===== src/rtl/wb_trace_fifo_if.sv =====
// Capture and debug-stream signals of the write-back trace buffer.
// The slave modport is the buffer itself; the master modport is the datapath plus the consumer.
interface wb_trace_fifo_if #(
    parameter int DEPTH  = 16,
    parameter int PC_W   = 10,
    parameter int DATA_W = 32
);
    localparam int CNT_W   = $clog2(DEPTH) + 1;
    localparam int ENTRY_W = 8 + PC_W + 5 + DATA_W;

    logic               cap_en;
    logic [PC_W-1:0]    cap_pc;
    logic [4:0]         cap_reg;
    logic [DATA_W-1:0]  cap_data;
    logic               m_valid;
    logic               m_ready;
    logic [ENTRY_W-1:0] m_data;
    logic [CNT_W-1:0]   count;
    logic               full;
    logic               empty;
    logic               overflow;
    logic [15:0]        drop_count;

    modport slave (
        input  cap_en, cap_pc, cap_reg, cap_data, m_ready,
        output m_valid, m_data, count, full, empty, overflow, drop_count
    );

    modport master (
        output cap_en, cap_pc, cap_reg, cap_data, m_ready,
        input  m_valid, m_data, count, full, empty, overflow, drop_count
    );
endinterface


===== src/rtl/wb_trace_fifo.sv =====
// Write-back trace FIFO: captures committed register writes with a sequence tag
// and streams them out show-ahead; overflow drops and counts instead of stalling the core.
module wb_trace_fifo #(
    parameter int DEPTH  = 16,
    parameter int PC_W   = 10,
    parameter int DATA_W = 32
) (
    input  logic            clk,
    input  logic            reset,
    input  logic            clear,
    wb_trace_fifo_if.slave  bus
);
    localparam int AW      = $clog2(DEPTH);
    localparam int CW      = AW + 1;
    localparam int ENTRY_W = 8 + PC_W + 5 + DATA_W;

    logic [ENTRY_W-1:0] mem [DEPTH];
    logic [AW-1:0]      wr_ptr;
    logic [AW-1:0]      rd_ptr;
    logic [CW-1:0]      cnt;
    logic [7:0]         seq;
    logic [15:0]        drops;
    logic               ovf;

    logic is_full;
    logic is_empty;
    logic pop;
    logic push;
    logic drop;

    assign is_full  = (cnt == CW'(DEPTH));
    assign is_empty = (cnt == '0);
    assign pop      = !is_empty && bus.m_ready;
    assign push     = bus.cap_en && (!is_full || pop);
    assign drop     = bus.cap_en && is_full && !pop;

    // The array is deliberately left out of reset; only pointers and counters clear.
    always_ff @(posedge clk) begin
        if (push && !clear)
            mem[wr_ptr] <= {seq, bus.cap_pc, bus.cap_reg, bus.cap_data};
    end

    always_ff @(posedge clk or posedge reset) begin
        if (reset) begin
            wr_ptr <= '0;
            rd_ptr <= '0;
            cnt    <= '0;
            seq    <= '0;
            drops  <= '0;
            ovf    <= 1'b0;
        end else if (clear) begin
            wr_ptr <= '0;
            rd_ptr <= '0;
            cnt    <= '0;
            seq    <= '0;
            drops  <= '0;
            ovf    <= 1'b0;
        end else begin
            if (push)
                wr_ptr <= wr_ptr + AW'(1);
            if (pop)
                rd_ptr <= rd_ptr + AW'(1);
            if (push && !pop)
                cnt <= cnt + CW'(1);
            else if (pop && !push)
                cnt <= cnt - CW'(1);
            // seq advances on every capture, stored or not, so gaps reveal drops.
            if (bus.cap_en)
                seq <= seq + 8'd1;
            if (drop) begin
                ovf <= 1'b1;
                if (drops != 16'hFFFF)
                    drops <= drops + 16'd1;
            end
        end
    end

    assign bus.m_valid    = !is_empty;
    assign bus.m_data     = mem[rd_ptr];
    assign bus.count      = cnt;
    assign bus.full       = is_full;
    assign bus.empty      = is_empty;
    assign bus.overflow   = ovf;
    assign bus.drop_count = drops;
endmodule

===== src/flat_wrapper.sv =====
// flat-port wrapper written by rule: the top's interface ports become plain ports
module wb_trace_fifo_flat 
#(
    parameter int DEPTH  = 16,
    parameter int PC_W   = 10,
    parameter int DATA_W = 32
)
  (clk, reset, clear, bus_cap_en, bus_cap_pc, bus_cap_reg, bus_cap_data, bus_m_ready, bus_m_valid, bus_m_data, bus_count, bus_full, bus_empty, bus_overflow, bus_drop_count);
  wb_trace_fifo_if #(.DEPTH(DEPTH), .PC_W(PC_W), .DATA_W(DATA_W)) bus_i ();
  input  logic clk;
  input  logic reset;
  input  logic clear;
  input wire logic [$bits(bus_i.cap_en)-1:0] bus_cap_en;
  input wire logic [$bits(bus_i.cap_pc)-1:0] bus_cap_pc;
  input wire logic [$bits(bus_i.cap_reg)-1:0] bus_cap_reg;
  input wire logic [$bits(bus_i.cap_data)-1:0] bus_cap_data;
  input wire logic [$bits(bus_i.m_ready)-1:0] bus_m_ready;
  output wire logic [$bits(bus_i.m_valid)-1:0] bus_m_valid;
  output wire logic [$bits(bus_i.m_data)-1:0] bus_m_data;
  output wire logic [$bits(bus_i.count)-1:0] bus_count;
  output wire logic [$bits(bus_i.full)-1:0] bus_full;
  output wire logic [$bits(bus_i.empty)-1:0] bus_empty;
  output wire logic [$bits(bus_i.overflow)-1:0] bus_overflow;
  output wire logic [$bits(bus_i.drop_count)-1:0] bus_drop_count;
  assign bus_i.cap_en = bus_cap_en;
  assign bus_i.cap_pc = bus_cap_pc;
  assign bus_i.cap_reg = bus_cap_reg;
  assign bus_i.cap_data = bus_cap_data;
  assign bus_i.m_ready = bus_m_ready;
  assign bus_m_valid = bus_i.m_valid;
  assign bus_m_data = bus_i.m_data;
  assign bus_count = bus_i.count;
  assign bus_full = bus_i.full;
  assign bus_empty = bus_i.empty;
  assign bus_overflow = bus_i.overflow;
  assign bus_drop_count = bus_i.drop_count;
  wb_trace_fifo #(.DEPTH(DEPTH), .PC_W(PC_W), .DATA_W(DATA_W)) u_core (.clk(clk), .reset(reset), .clear(clear), .bus(bus_i));
endmodule

===== config.mk =====
export PLATFORM = sky130hd
export DESIGN_NAME = wb_trace_fifo_flat
export DESIGN_NICKNAME = d
export VERILOG_FILES = /design/src/rtl/wb_trace_fifo_if.sv /design/src/rtl/wb_trace_fifo.sv /design/src/flat_wrapper.sv
export SDC_FILE = /design/constraint.sdc
export NUM_CORES = 1
export LEC_CHECK = 0
export ABC_AREA = 1
export CELL_PAD_IN_SITES_DETAIL_PLACEMENT = 1
export CELL_PAD_IN_SITES_GLOBAL_PLACEMENT = 1
export CORE_MARGIN = 2
export CORE_UTILIZATION = 40
export CTS_CLUSTER_DIAMETER = 80
export CTS_CLUSTER_SIZE = 12
export DETAILED_ROUTE_END_ITERATION = 8
export DONT_BUFFER_PORTS = 1
export GPL_ROUTABILITY_DRIVEN = 0
export PLACE_DENSITY = 0.67
export RECOVER_POWER = 50
export SLEW_MARGIN = 20
export SYNTH_ARGS = -nofsm -noshare
export SYNTH_HDL_FRONTEND = slang
export SYNTH_SLANG_ARGS = --single-unit

===== constraint.sdc =====
create_clock -name clk -period 10 [get_ports clk]
set_input_delay 2.5 -clock clk [delete_from_list [all_inputs] [get_ports clk]]
set_output_delay 2.5 -clock clk [all_outputs]
set_load 0.05 [all_outputs]

## Yosys cells after proc, flatten, opt, wreduce, memory -nomap -nowiden

Memories as Yosys holds them, arrays and structs flattened.
Index checks and enable logic that the tools add are counted.

| word-level totals | value |
|---|---|
| logic and storage cells | 52 |
| bits in registers | 38 |
| bits in writable memories | 880 |
| input bits | 52 |
| memories kept | 1 |

| operators by class | value |
|---|---|
| add/sub/neg operators | 6 |
| reduce and logical (&&, ||, !) cells | 21 |
| muxes and demuxes | 16 |
| equality and inequality tests | 2 |

Memories:

| memory | words | width | read ports | clocked after memory_dff | wr ports | RTL line | text |
|---|---|---|---|---|---|---|---|
| u_core.mem | 16 | 55 | 1 | 0 | 1 | wb_trace_fifo.sv:17 | `logic [ENTRY_W-1:0] mem [DEPTH];` |

Operators by type and width:

| kind | number |
|---|---|
| $mux 16 | 3 |
| $add 16x1->16 const B | 1 |
| $mux 4 | 4 |
| $mux 8 | 2 |
| $ne 16x16->1 const B | 1 |
| $mux 5 | 3 |
| $reduce_bool 2->1 | 5 |
| $add 4x1->4 const B | 2 |
| $add 8x1->8 const B | 1 |
| $logic_and 1x1->1 | 7 |
| $add 5x1->5 const B | 1 |
| $eq 5x5->1 const B | 1 |
| $logic_not 1->1 | 5 |
| $logic_not 5->1 | 1 |
| $sub 5x1->5 const B | 1 |
| $mux 1 | 4 |
| $reduce_bool 3->1 | 1 |
| $reduce_and 2->1 | 1 |
| $logic_or 1x1->1 | 1 |

## Depth between registers and ports, before layout

Gate-level depths: netlist (run 1).

| logic depth | value |
|---|---|
| depth after elaboration | 10 |
| gate-level depth with buffers | 11 |
| gate-level depth less buffers | 10 |

## Least setup slack after synthesis (run 1)

Ideal clock, no wire load.

| path | value |
|---|---|
| kind | input to register |
| start point | input bus_cap_en |
| end point | memory u_core.mem[10][0] (netlist bit), enable pin |
| stages | 5 |
| required time | 9.464 ns |
| library setup time | 0.536 ns |
| buffers on the path | 1 |
| data arrival time | 6.863 ns |
| slack | 2.601 ns |
| cells stage by stage | buf_2 nand2_1 nor2_1 inv_1 nor3_1 |

| on the way | value |
|---|---|
| longest elaborated chain between the ends | 4 |

Ends and longest elaborated chain:

| element | RTL line | text |
|---|---|---|
| start: declaration | flat_wrapper.sv:13 | `input wire logic [$bits(bus_i.cap_en)-1:0] bus_cap_en;` |
| $logic_and 1x1->1 | wb_trace_fifo.sv:34 | `assign push = bus.cap_en && (!is_full \|\| pop);` |
| $logic_and 1x1->1 | wb_trace_fifo.sv:39 | `if (push && !clear)` |
| $mux 1 | wb_trace_fifo.sv:39 |  |
| $mux 1 (not written as such) | wb_trace_fifo.sv:40 | `mem[wr_ptr] <= {seq, bus.cap_pc, bus.cap_reg, bus.cap_data};` |
| end: declaration | wb_trace_fifo.sv:17 |  |

No other way between the ends.

## Final worst setup path (run 1)

| path | value |
|---|---|
| start point | register u_core.rd_ptr[0] |
| end point | output bus_m_data[35] |

| on the way | value |
|---|---|
| longest elaborated chain between the ends | 1 |

Ends and longest elaborated chain:

| element | RTL line | text |
|---|---|---|
| start: declaration | wb_trace_fifo.sv:19 | `logic [AW-1:0] rd_ptr;` |
| start signal: assignment | wb_trace_fifo.sv:62 | `rd_ptr <= rd_ptr + AW'(1);` |
| $mem_v2 16x55 | -- |  |
| end: declaration | flat_wrapper.sv:19 | `output wire logic [$bits(bus_i.m_data)-1:0] bus_m_data;` |

No other way between the ends.

==> results of run 1 <==
-- synth_stat cells (5+ instances only) --
cell / n
o21ai_0: 417
o211ai_1: 220
nor3_1: 21
nor2_1: 702
a21oi_1: 7
nand2_1: 145
dfrtp_1: 38
inv_1: 37
xor2_1: 7
ha_1: 11
buf_1: 20
buf_4: 20
edfxtp_1: 880
clkbuf_1: 99
nand3_1: 91
nand4_1: 5
o21ai_1: 83
buf_2: 46
-- placed cells by master, fill, tap and decap left out, drive strengths merged --
cell type and n:
a21oi 9, nand3b 1, and3 1, o21ai 504
nand2 148, xnor2 2, nor2 706, edfxtp 880
ha 11, inv 39, o211ai 220, nor3 21
bufinv 2, buf 42, dfrtp 38, clkbuf 106
a31oi 2, diode 1, fa 1, or2 2
xor2 7, nand3 95, o21a 1, o21bai 1
clkinv 4, nand4 5, a21o 1
-- logic make-up (layout without fill, tap and decap cells) --
kind of cell,count (synthesis),count (layout),share of synthesized area
fa+ha+maj,12,12,0.004282
other cells,0,1,0
compound gates,738,738,0.1164
flops,918,918,0.7436
simple gates,979,979,0.1058
xor+xnor,9,9,0.002141
buf+inv,228,193,0.02773
-- power groups by stage --
stage               sequential, mW  combinational, mW  clock, mW
floorplan                     4.39               1.73          0
global placement              4.44               2.05          0
detailed placement            4.45               2.14          0
CTS                           4.37               2.15       3.08
global route                  4.38               2.35       3.20
finish                        4.37               2.12       3.01
-- flip-flops by register name, summed over array words and instances (netlist names) --
| signal | count |
|---|---|
| u_core.seq | 8 |
| u_core.bus.overflow | 1 |
| u_core.mem | 880 |
| u_core.bus.drop_count | 16 |
| u_core.rd_ptr | 4 |
| u_core.wr_ptr | 4 |
| u_core.bus.count | 5 |
-- worst max path at each step --
| stage | start | endpoint | slack, ns | cells past startpoint |
|---|---|---|---|---|
| CTS | u_core.rd_ptr[0] | bus_m_data[38] | 2.72 | 6 |
| finish | u_core.rd_ptr[0] | bus_m_data[35] | 2.62 | 7 |
| global placement | u_core.rd_ptr[0] | bus_m_data[38] | 3.65 | 6 |
| global route | u_core.rd_ptr[0] | bus_m_data[38] | 2.29 | 7 |
| detailed placement | u_core.rd_ptr[0] | bus_m_data[38] | 3.39 | 6 |
| floorplan | bus_cap_en | u_core.mem[10][0] | 2.60 | 5 |
-- layout make-up --
| cell class | count | area share |
|---|---|---|
| Multi-Input combinational cell | 1738 | 0.2099 |
| Tap cell | 1186 | 0.03680 |
| Clock buffer | 104 | 0.05715 |
| Clock inverter | 6 | 0.002606 |
| Timing Repair Buffer | 44 | 0.01024 |
| Sequential cell | 918 | 0.6792 |
| Inverter | 39 | 0.004033 |
| Antenna cell | 1 | 0.00006205 |
-- critical path: stages (launching register included) --
cell	delay, ns
dfrtp_4	0.90
buf_12	0.41
buf_16	0.42
buf_4	0.86
o21ai_0	0.27
o211ai_1	0.22
o211ai_1	0.12
nand2_1	0.54
-- per-stage QoR --
step	util	cells	setup slack (ns)	instance area, µm²
floorplan	-	2884	2.601	36810
global placement	0.4146	3922	3.655	37890
detailed placement	0.4149	3923	3.391	37920
CTS	0.4413	4033	2.720	40330
global route	0.4413	4035	2.287	40330
finish	0.4413	4036	2.624	40330
-- per-layer routing --
metal / track usage / wire [µm]
met3: 0.04301 / 6359
met4: 0.06307 / 2510
met2: 0.3595 / 48770
met1: 0.2679 / 42110
met5: 0 / 0
==> summary.md, run 1 <==
| Metric | Value |
|---|---|
| Clk slew on worst S/H paths | `0.06 ns` |
| Total iterations of the first detailed-routing run | `5` |
| Starting DRT DRC Count | `1,881` |
| Post-CTS sizing | `0` |
| Filler cells | `9,349` |
| Initial Utilization | `0.4028` |
| Worst Hold End | `u_core.wr_ptr[1]` |
| Final Hold Viols | `0` |
| IO Pins | `132` |
| I/O Buffers | `0` |
| Post-synth cell types | `38` |
| Final worst-path cycle share | `0.7376` |
| Violated checks | `capacitance limit, slew limit` |
| Pint | `6.404 mW` |
| Post-Synthesis Net Count | `2,948` |
| Clock buffer depth | `3` |
| Gate Count Post-Synth | `2,884` |
| RSZ-0062 raised after global routing | `no` |
| Layout cells sized above 1 | `0.06002` |
| CP Class | `reg2out` |
| Mapped cell area | `36,810 µm²` |
| Seq pwr share | `0.460` |
| Via count | `23,016` |
| Worst Max-Slew Pin Slew | `2.302 ns` |
| Top cells by area, synth | `edfxtp_1 (72%), nor2_1 (7.2%), o21ai_0 (5.7%), o211ai_1 (4.5%), dfrtp_1 (2.6%)` |
| Min-delay worst type | `reg2reg` |
| CP Capture Type | `output pin` |
| Clock sink count | `918` |
| Die Ht | `307.4 µm` |
| CTS Root Cell | `clkbuf_16` |
| WP data required | `7.50 ns` |
| Ys flop type | `edfxtp_1` |
| Seq/Total Area, Yosys | `0.7436` |
| Post CTS Setup Buffer Count | `0` |
| Peak supply drop | `0.1812 mV` |
| Die Wd | `307.4 µm` |
| Fmax | `0.1356 GHz` |
| Syn_area_per_cell | `12.76 µm²` |
| Post-CTS Hold Fix Bufs | `0` |
| Power Dens Cells | `235.5 nW/µm²` |
| Top cell type's share of synthesized area | `0.7178` |
| Area of the multi-input gates | `8466 µm²` |
| Worst-skew pair later-pin latency | `0.64 ns` |
| Routed WL | `99.75 mm` |
| Status | `finished, violations left` |
| Synth area leader | `edfxtp_1` |
| Reg area | `27,390 µm²` |
| Final HPWL DP | `50.52 mm` |
| CP Max Fanout | `151` |
| Die area | `94,480 µm²` |
| Clock Skew | `0.01591 ns` |
| Post-route DRC | `0` |
| Hold Path Origin | `u_core.wr_ptr[1]` |
| Total grt overflow | `0` |
| Post-layout nets | `2,892` |
| Slew Viols, Final | `64` |
| H-tree depth | `3` |
| Layout area overhead | `9.547%` |
| Core Box Area | `91,390 µm²` |
| Hold depth | `2` |
| Number of synthesized flops with an enable pin | `880` |
| Worst reg-to-reg setup slack | `5.69 ns` |
| Syn. warnings | `0` |
| Final hold slack | `0.6726 ns` |
| Psw | `3.093 mW` |
| Net Sw Frac | `0.3257` |
| Leakage | `12.80 nW` |
| MaxCap Viol Count | `2` |
| Worst flop-to-flop path startpoint | `u_core.bus.count[1]` |
| Post-DR vias/cell | `5.703` |
| Tmin final | `7.376 ns` |
| Routed wire per std cell | `24.71 µm` |
| Vias in the first global route | `24,811` |
| Num CTS Buffers | `87` |
| Comb pwr share | `0.223` |
| Initial antenna violation count | `0` |
| CTS tree | `built` |
| Asr flop ratio synth | `0.04139` |
| Pin count of the biggest net entering global routing | `275` |
| Critical path startpoint category | `register` |
| Worst Path Arrival | `4.88 ns` |
| Setup_tns | `0 ns` |
| Total power | `9.497 mW` |
| Path depth of the worst reg2reg path | `10` |
| Clock share of power | `0.317` |
| GR Util All Layers | `0.2096` |
| R2R Path End | `u_core.mem[7][39]` |
| #FFs+latches synth | `918` |
| Final setup vio count | `0` |
| First-pass GRT wire length | `150.0 mm` |
| Rows | `111` |
| ANT nets after route | `0` |
| Slew headroom | `-0.5344` |
Power figures use the tool's default switching activity.
==> run 2: changes to the inputs <==
--- a/config.mk
+++ b/config.mk
@@ -15,7 +15,7 @@
 export DETAILED_ROUTE_END_ITERATION = 8
 export DONT_BUFFER_PORTS = 1
 export GPL_ROUTABILITY_DRIVEN = 0
-export PLACE_DENSITY = 0.67
+export PLACE_DENSITY = 0.69
 export RECOVER_POWER = 50
 export SLEW_MARGIN = 20
 export SYNTH_ARGS = -nofsm -noshare
==> constraint.sdc (replaced) <==
create_clock -name clk -period 6.2 [get_ports clk]
set_input_delay 1.55 -clock clk [delete_from_list [all_inputs] [get_ports clk]]
set_output_delay 1.55 -clock clk [all_outputs]
set_load 0.05 [all_outputs]
==> run 2 against run 1 <==
  * The flow still finishes with violations (capacitance limit, slew limit)
  * Highest routed layer unchanged
  * Utilization up 0.064 points
  * Largest power group unchanged
  * Sequential power is 61% higher
  * Clock-buffer cell count is 2 lower
  * Global-route usage increased by 0.32 points
  * Register-to-register slack got worse by 3.4 ns
  * Setup slack got worse by 1.8 ns
==> summary.md, run 2 (same netlist as run 1, synthesis figures left out) <==
| Metric | Value |
|---|---|
| H-tree depth | `3 (unchanged)` |
| Commonest non-fill, non-tap cell in the layout | `edfxtp_1 (unchanged)` |
| Final worst-path cycle share | `0.8600` |
| First-pass GRT wire length | `152.4 mm (was 150.0 mm)` |
| Total grt overflow | `0 (unchanged)` |
| CTS Root Cell | `clkbuf_16 (unchanged)` |
| Initial Utilization | `0.4028 (unchanged)` |
| Critical path startpoint category | `register (unchanged)` |
| Vias in the first global route | `25,136 (was 24,811)` |
| GR Util All Layers | `0.2129 (was 0.2096)` |
| ANT nets after route | `0 (unchanged)` |
| Status | `finished, violations left (unchanged)` |
| Post CTS Setup Buffer Count | `0 (unchanged)` |
| CP Class | `reg2out (unchanged)` |
| Layout cells sized above 1 | `0.06156 (was 0.06002)` |
| Post-route DRC | `0 (unchanged)` |
| Most frequent cells in the layout | `edfxtp_1 (880), nor2_1 (700), o21ai_0 (423) (was edfxtp_1 (880), nor2_1 (699), o21ai_0 (424))` |
| Post-CTS Hold Fix Bufs | `0 (unchanged)` |
| IO Pins | `132 (unchanged)` |
| Min-delay worst type | `reg2reg (unchanged)` |
| Clock Skew | `0.02440 ns (was 0.01591 ns)` |
| Post-CTS sizing | `0 (unchanged)` |
| Final HPWL DP | `53.10 mm (was 50.52 mm)` |
| WP data required | `4.65 ns (was 7.50 ns)` |
| Total iterations of the first detailed-routing run | `7 (was 5)` |
| Num CTS Buffers | `87 (unchanged)` |
| Post-DR vias/cell | `5.733 (was 5.703)` |
| Filler cells | `9,351 (was 9,349)` |
| Violated checks | `capacitance limit, slew limit (unchanged)` |
| Routed WL | `100.6 mm (was 99.75 mm)` |
| Reg with most FFs | `u_core.mem (unchanged)` |
| Cells after DPL | `3,936 (was 3,923)` |
| Routed wire per std cell | `24.86 µm (was 24.71 µm)` |
| Layout Cells excl Fill | `4,045 (was 4,036)` |
| CTS tree | `built (unchanged)` |
| Starting DRT DRC Count | `1,879 (was 1,881)` |
| Slowest CP cell | `dfrtp_4 (unchanged)` |
| Total power | `15.32 mW (was 9.497 mW)` |
| I/O Buffers | `0 (unchanged)` |
| Clock buffer depth | `3 (unchanged)` |
| Crit-path max cell delay | `0.83 ns (was 0.90 ns)` |
| Number of flip-flops in the largest register | `880 (unchanged)` |
| Post-layout nets | `2,903 (was 2,892)` |
| MaxCap Viol Count | `2 (unchanged)` |
| Area of the multi-input gates | `8444 µm² (was 8466 µm²)` |
| Die area | `94,480 µm² (unchanged)` |
| Worst Max-Slew Pin Slew | `2.303 ns (was 2.302 ns)` |
| Rows | `111 (unchanged)` |
| Tmin final | `5.332 ns` |
| Power Dens Cells | `379.4 nW/µm² (was 235.5 nW/µm²)` |
| Worst Path Arrival | `3.78 ns (was 4.88 ns)` |
| Peak supply drop | `0.2756 mV (was 0.1812 mV)` |
| RSZ-0062 raised after global routing | `no (unchanged)` |
| Slew headroom | `-0.5354 (was -0.5344)` |
| Final Hold Viols | `0 (unchanged)` |
| Die Ht | `307.4 µm (unchanged)` |
| Clk slew on worst S/H paths | `0.06 ns (about the same)` |
| CP Capture Type | `output pin (unchanged)` |
| # diodes | `0 (was 1)` |
| CP cell instances | `clkinv_8 -> buf_12 -> nor2_1 -> nor2_1 -> o21ai_0 -> o21ai_1 -> o211ai_1 -> nand2_1 (was buf_12 -> buf_16 -> buf_4 -> o21ai_0 -> o211ai_1 -> o211ai_1 -> nand2_1)` |
| Clock sink count | `918 (unchanged)` |
| Die Wd | `307.4 µm (unchanged)` |
| Slew Viols, Final | `64 (unchanged)` |
| Layout area overhead | `9.707% (was 9.547%)` |
| Worst-skew pair later-pin latency | `0.65 ns (was 0.64 ns)` |
| Via count | `23,192 (was 23,016)` |
| Leakage | `12.84 nW (was 12.80 nW)` |
| CP Max Fanout | `151 (unchanged)` |
| CP dominant cell by count | `nor2_1 (was o211ai_1)` |
| Initial antenna violation count | `1 (was 0)` |
| Pin count of the biggest net entering global routing | `247 (was 275)` |
| Largest delay contributor family on the critical path | `buffers and inverters (unchanged)` |
| Reg area | `27,390 µm² (unchanged)` |
| Core Box Area | `91,390 µm² (unchanged)` |
| Final setup vio count | `0 (unchanged)` |
| Fmax | `0.1875 GHz` |
| Buf/Inv on CP | `2 (was 3)` |
## run 2: cell count changes in the layout (fill, tap and decap cells not counted), sizes merged
cell and change:
bufinv -1, clkinvlp +1, clkinv +2, inv -1, diode -1, buf +10
clkbuf -1
## run 2: tightest hold or removal path: stages, from the launching register on
cell and delay, ns:
dfrtp_1 0.41, inv_1 0.11, o21ai_0 0.09
## run 2: area by class of cell
| type | instances | area share |
|---|---|---|
| sequential | 918 | 0.6782 |
| multi-input combinational | 1738 | 0.2091 |
| clock buffer | 102 | 0.05635 |
| tap | 1186 | 0.03674 |
| timing repair buffer | 55 | 0.01335 |
| inverter | 39 | 0.004027 |
| clock inverter | 7 | 0.002231 |
## run 2: stage by stage
| step | TNS, ns | area (µm²) | utilization | hold WS (ns) | setup slack [ns] |
|---|---|---|---|---|---|
| floorplan | -129.51 | 36810 | - | 0.5954 | -0.2493 |
| global placement | 0 | 38100 | 0.4169 | 0.6267 | 1.582 |
| detailed placement | 0 | 38100 | 0.4169 | 0.6536 | 1.549 |
| CTS | 0 | 40460 | 0.4428 | 0.6632 | 0.8745 |
| global route | 0 | 40390 | 0.4419 | 0.6807 | 0.6806 |
| finish | 0 | 40390 | 0.4419 | 0.6476 | 0.8678 |
## run 2: power breakdown
part,leakage (nW),switching [mW],internal [mW]
Combinational,3.14,2.68,0.809
Sequential,8.55,0.183,6.87
Clock,1.15,2.18,2.60
## run 2: final timing paths
check                                     from                       end  slack [ns]  depth (start not counted)
setup / recovery              u_core.rd_ptr[0]            bus_m_data[17]        0.87                          8
hold / removal                u_core.wr_ptr[1]          u_core.wr_ptr[1]        0.65                          2
setup reg to reg           u_core.bus.count[0]        u_core.mem[10][32]        2.33                          9
hold reg to reg               u_core.wr_ptr[1]          u_core.wr_ptr[1]        0.65                          2
max in group asynchronous                reset          u_core.rd_ptr[3]        2.91                          2
min in group asynchronous                reset  u_core.bus.drop_count[0]        1.64                          2
## run 2: routing by layer
layer  vias to the layer above  global-route usage  wire length [µm]
met2                       595              0.3666             50110
met3                       159             0.03255              5294
met5                         -                   0                 0
met1                     12046              0.2774             42740
met4                         0             0.06614              2427
li1                      10392                   -                 -
==> run 3: changes to the inputs <==
--- a/config.mk
+++ b/config.mk
@@ -6,16 +6,17 @@
 export NUM_CORES = 1
 export LEC_CHECK = 0
 export ABC_AREA = 1
+export CAP_MARGIN = 20
 export CELL_PAD_IN_SITES_DETAIL_PLACEMENT = 1
 export CELL_PAD_IN_SITES_GLOBAL_PLACEMENT = 1
 export CORE_MARGIN = 2
-export CORE_UTILIZATION = 40
+export CORE_UTILIZATION = 41
 export CTS_CLUSTER_DIAMETER = 80
 export CTS_CLUSTER_SIZE = 12
 export DETAILED_ROUTE_END_ITERATION = 8
 export DONT_BUFFER_PORTS = 1
 export GPL_ROUTABILITY_DRIVEN = 0
-export PLACE_DENSITY = 0.69
+export PLACE_DENSITY = 0.71
 export RECOVER_POWER = 50
 export SLEW_MARGIN = 20
 export SYNTH_ARGS = -nofsm -noshare
==> run 3 against run 2 <==
  * Global-route usage is essentially flat
  * Combinational power about the same
  * Clock power barely moved
  * Sequential power hardly changed
  * Register-to-register slack worse by 0.06 ns
  * Highest routed layer unchanged
  * The run still ends with capacitance limit, slew limit left
  * Worst hold slack gained 0.047 ns
  * Maximum frequency is 5.2% higher
  * Utilization up 1.4 points
  * Sequential cell count stayed put
  * Clock skew up 0.0043 ns
  * Critical path depth is the same
  * Die area is 2.4% lower
==> summary.md, run 3 (same netlist as run 1, synthesis figures left out) <==
| Metric | Value |
|---|---|
| Tmin final | `5.070 ns (was 5.332 ns)` |
| Status | `finished, violations left (unchanged)` |
| Initial Utilization | `0.4153 (was 0.4028)` |
| CTS tree | `built (unchanged)` |
| Final setup vio count | `0 (unchanged)` |
| Filler cells | `9,060 (was 9,351)` |
| WP data required | `4.65 ns (about the same)` |
| First-pass GRT wire length | `150.5 mm (was 152.4 mm)` |
| Worst-skew pair later-pin latency | `0.65 ns (about the same)` |
| Die Wd | `303.7 µm (was 307.4 µm)` |
| Layout area overhead | `9.727% (was 9.707%)` |
| Commonest non-fill, non-tap cell in the layout | `edfxtp_1 (unchanged)` |
| Total iterations of the first detailed-routing run | `5 (was 7)` |
| Die Ht | `303.7 µm (was 307.4 µm)` |
| Worst reg-to-reg setup slack | `2.27 ns (was 2.33 ns)` |
| CTS Root Cell | `clkbuf_16 (unchanged)` |
| Post-DR vias/cell | `5.783 (was 5.733)` |
| Clock sink count | `918 (unchanged)` |
| Worst Max-Slew Pin Slew | `2.226 ns (was 2.303 ns)` |
| MaxCap Viol Count | `2 (unchanged)` |
| Worst Path Arrival | `3.52 ns (was 3.78 ns)` |
| Via count | `23,259 (was 23,192)` |
| Power Dens Cells | `379.0 nW/µm² (was 379.4 nW/µm²)` |
| Clock buffer depth | `3 (unchanged)` |
| Peak supply drop | `0.3327 mV (was 0.2756 mV)` |
| Placed Area | `38,040 µm² (was 38,100 µm²)` |
| Hold Path Origin | `u_core.wr_ptr[1] (unchanged)` |
| Initial antenna violation count | `0 (was 1)` |
| I/O Buffers | `0 (unchanged)` |
| Violated checks | `capacitance limit, slew limit (unchanged)` |
| Slew Viols, Final | `64 (unchanged)` |
| Fmax | `0.1973 GHz (was 0.1875 GHz)` |
| Setup_tns | `0 ns (unchanged)` |
| Post-CTS sizing | `0 (unchanged)` |
| Final HPWL DP | `50.56 mm (was 53.10 mm)` |
| Slew headroom | `-0.4842 (was -0.5354)` |
| Rows | `109 (was 111)` |
| # diodes | `0 (unchanged)` |
| CP Max Fanout | `145 (was 151)` |
| Hold depth | `2 (unchanged)` |
| Reg with most FFs | `u_core.mem (unchanged)` |
| Final worst-path cycle share | `0.8177 (was 0.8600)` |
| Post-CTS Hold Fix Bufs | `0 (unchanged)` |
| Die area | `92,200 µm² (was 94,480 µm²)` |
| Leakage | `12.85 nW (was 12.84 nW)` |
| GR Util All Layers | `0.2132 (was 0.2129)` |
| Pin count of the biggest net entering global routing | `251 (was 247)` |
| Path depth of the worst reg2reg path | `9 (unchanged)` |
| Number of flip-flops in the largest register | `880 (unchanged)` |
| Most frequent cells in the layout | `edfxtp_1 (880), nor2_1 (699), o21ai_0 (424) (was edfxtp_1 (880), nor2_1 (700), o21ai_0 (423))` |
| Total grt overflow | `0 (unchanged)` |
| R2R Path End | `u_core.mem[8][40] (was u_core.mem[10][32])` |
| Num CTS Buffers | `88 (was 87)` |
| RSZ-0062 raised after global routing | `no (unchanged)` |
| Worst Setup SP | `u_core.rd_ptr[0] (unchanged)` |
| Worst flop-to-flop path startpoint | `u_core.bus.count[1] (was u_core.bus.count[0])` |
| Routed wire per std cell | `24.70 µm (was 24.86 µm)` |
| Post-layout nets | `2,900 (was 2,903)` |
| Core Box Area | `88,650 µm² (was 91,390 µm²)` |
| CP Capture Type | `output pin (unchanged)` |
| Design area | `40,400 µm² (was 40,390 µm²)` |
| Clk slew on worst S/H paths | `0.06 ns (about the same)` |
| CP Class | `reg2out (unchanged)` |
| Layout cells sized above 1 | `0.06300 (was 0.06156)` |
| Min-delay worst type | `reg2reg (unchanged)` |
| Final hold slack | `0.6944 ns (was 0.6476 ns)` |
| Vias in the first global route | `24,732 (was 25,136)` |
| IO Pins | `132 (unchanged)` |
| Routed WL | `99.36 mm (was 100.6 mm)` |
| Clock Skew | `0.02866 ns (was 0.02440 ns)` |
| H-tree depth | `3 (unchanged)` |
| Starting DRT DRC Count | `1,856 (was 1,879)` |
| Total power | `15.31 mW (was 15.32 mW)` |
| Worst Hold End | `u_core.wr_ptr[1] (unchanged)` |
| Critical path startpoint category | `register (unchanged)` |
| Post CTS Setup Buffer Count | `0 (unchanged)` |
| Final Hold Viols | `0 (unchanged)` |
| Post-route DRC | `0 (unchanged)` |
| ANT nets after route | `0 (unchanged)` |
==> run 3: how the worst max path moves through the flow <==
stage,to,slack (ns),depth (start not counted)
after detailed placement,bus_m_data[44],1.86,8
after global routing,bus_m_data[32],1.02,8
after CTS,bus_m_data[7],1.14,5
after floorplan,u_core.mem[1][0],-0.25,5
final,bus_m_data[35],1.13,8
after global placement,bus_m_data[44],1.89,8
==> run 3: where the power goes <==
| part | switching [mW] | leakage, nW | internal [mW] |
|---|---|---|---|
| Clock | 2.20 | 1.16 | 2.60 |
| Sequential | 0.159 | 8.55 | 6.87 |
| Combinational | 2.68 | 3.14 | 0.805 |
==> run 3: worst max-delay path, cell delays in order (launching register included) <==
cell and delay, ns:
dfrtp_4 0.68, clkinv_8 0.54, buf_12 0.49, nor2_1 0.14
nor2_1 0.06, o21ai_0 0.13, o211ai_1 0.17, o211ai_1 0.16
nand2_1 0.34
==> run 3: final cells by class <==
cell class,instances,area [µm²],area share
Timing Repair Buffer,51,520.5,0.01289
Sequential cell,918,27390,0.6781
Clock buffer,101,2251,0.05572
Clock inverter,10,148.9,0.003686
Multi-Input combinational cell,1738,8461,0.2094
Inverter,39,165.2,0.004089
Tap cell,1165,1458,0.03608
==> run 3: per-layer routing <==
metal	global-route usage	routed length [µm]
met5	0	0
met3	0.03840	5472
met1	0.2772	42450
met4	0.06074	2201
met2	0.3664	49230
==> run 3: stage by stage <==
step                worst slack (ns)  std cells    util
floorplan                    -0.2493       2884       -
global placement               1.885       3911  0.4291
CTS                            1.142       4022  0.4562
detailed placement             1.861       3911  0.4291
global route                   1.017       4022  0.4557
finish                         1.130       4022  0.4557
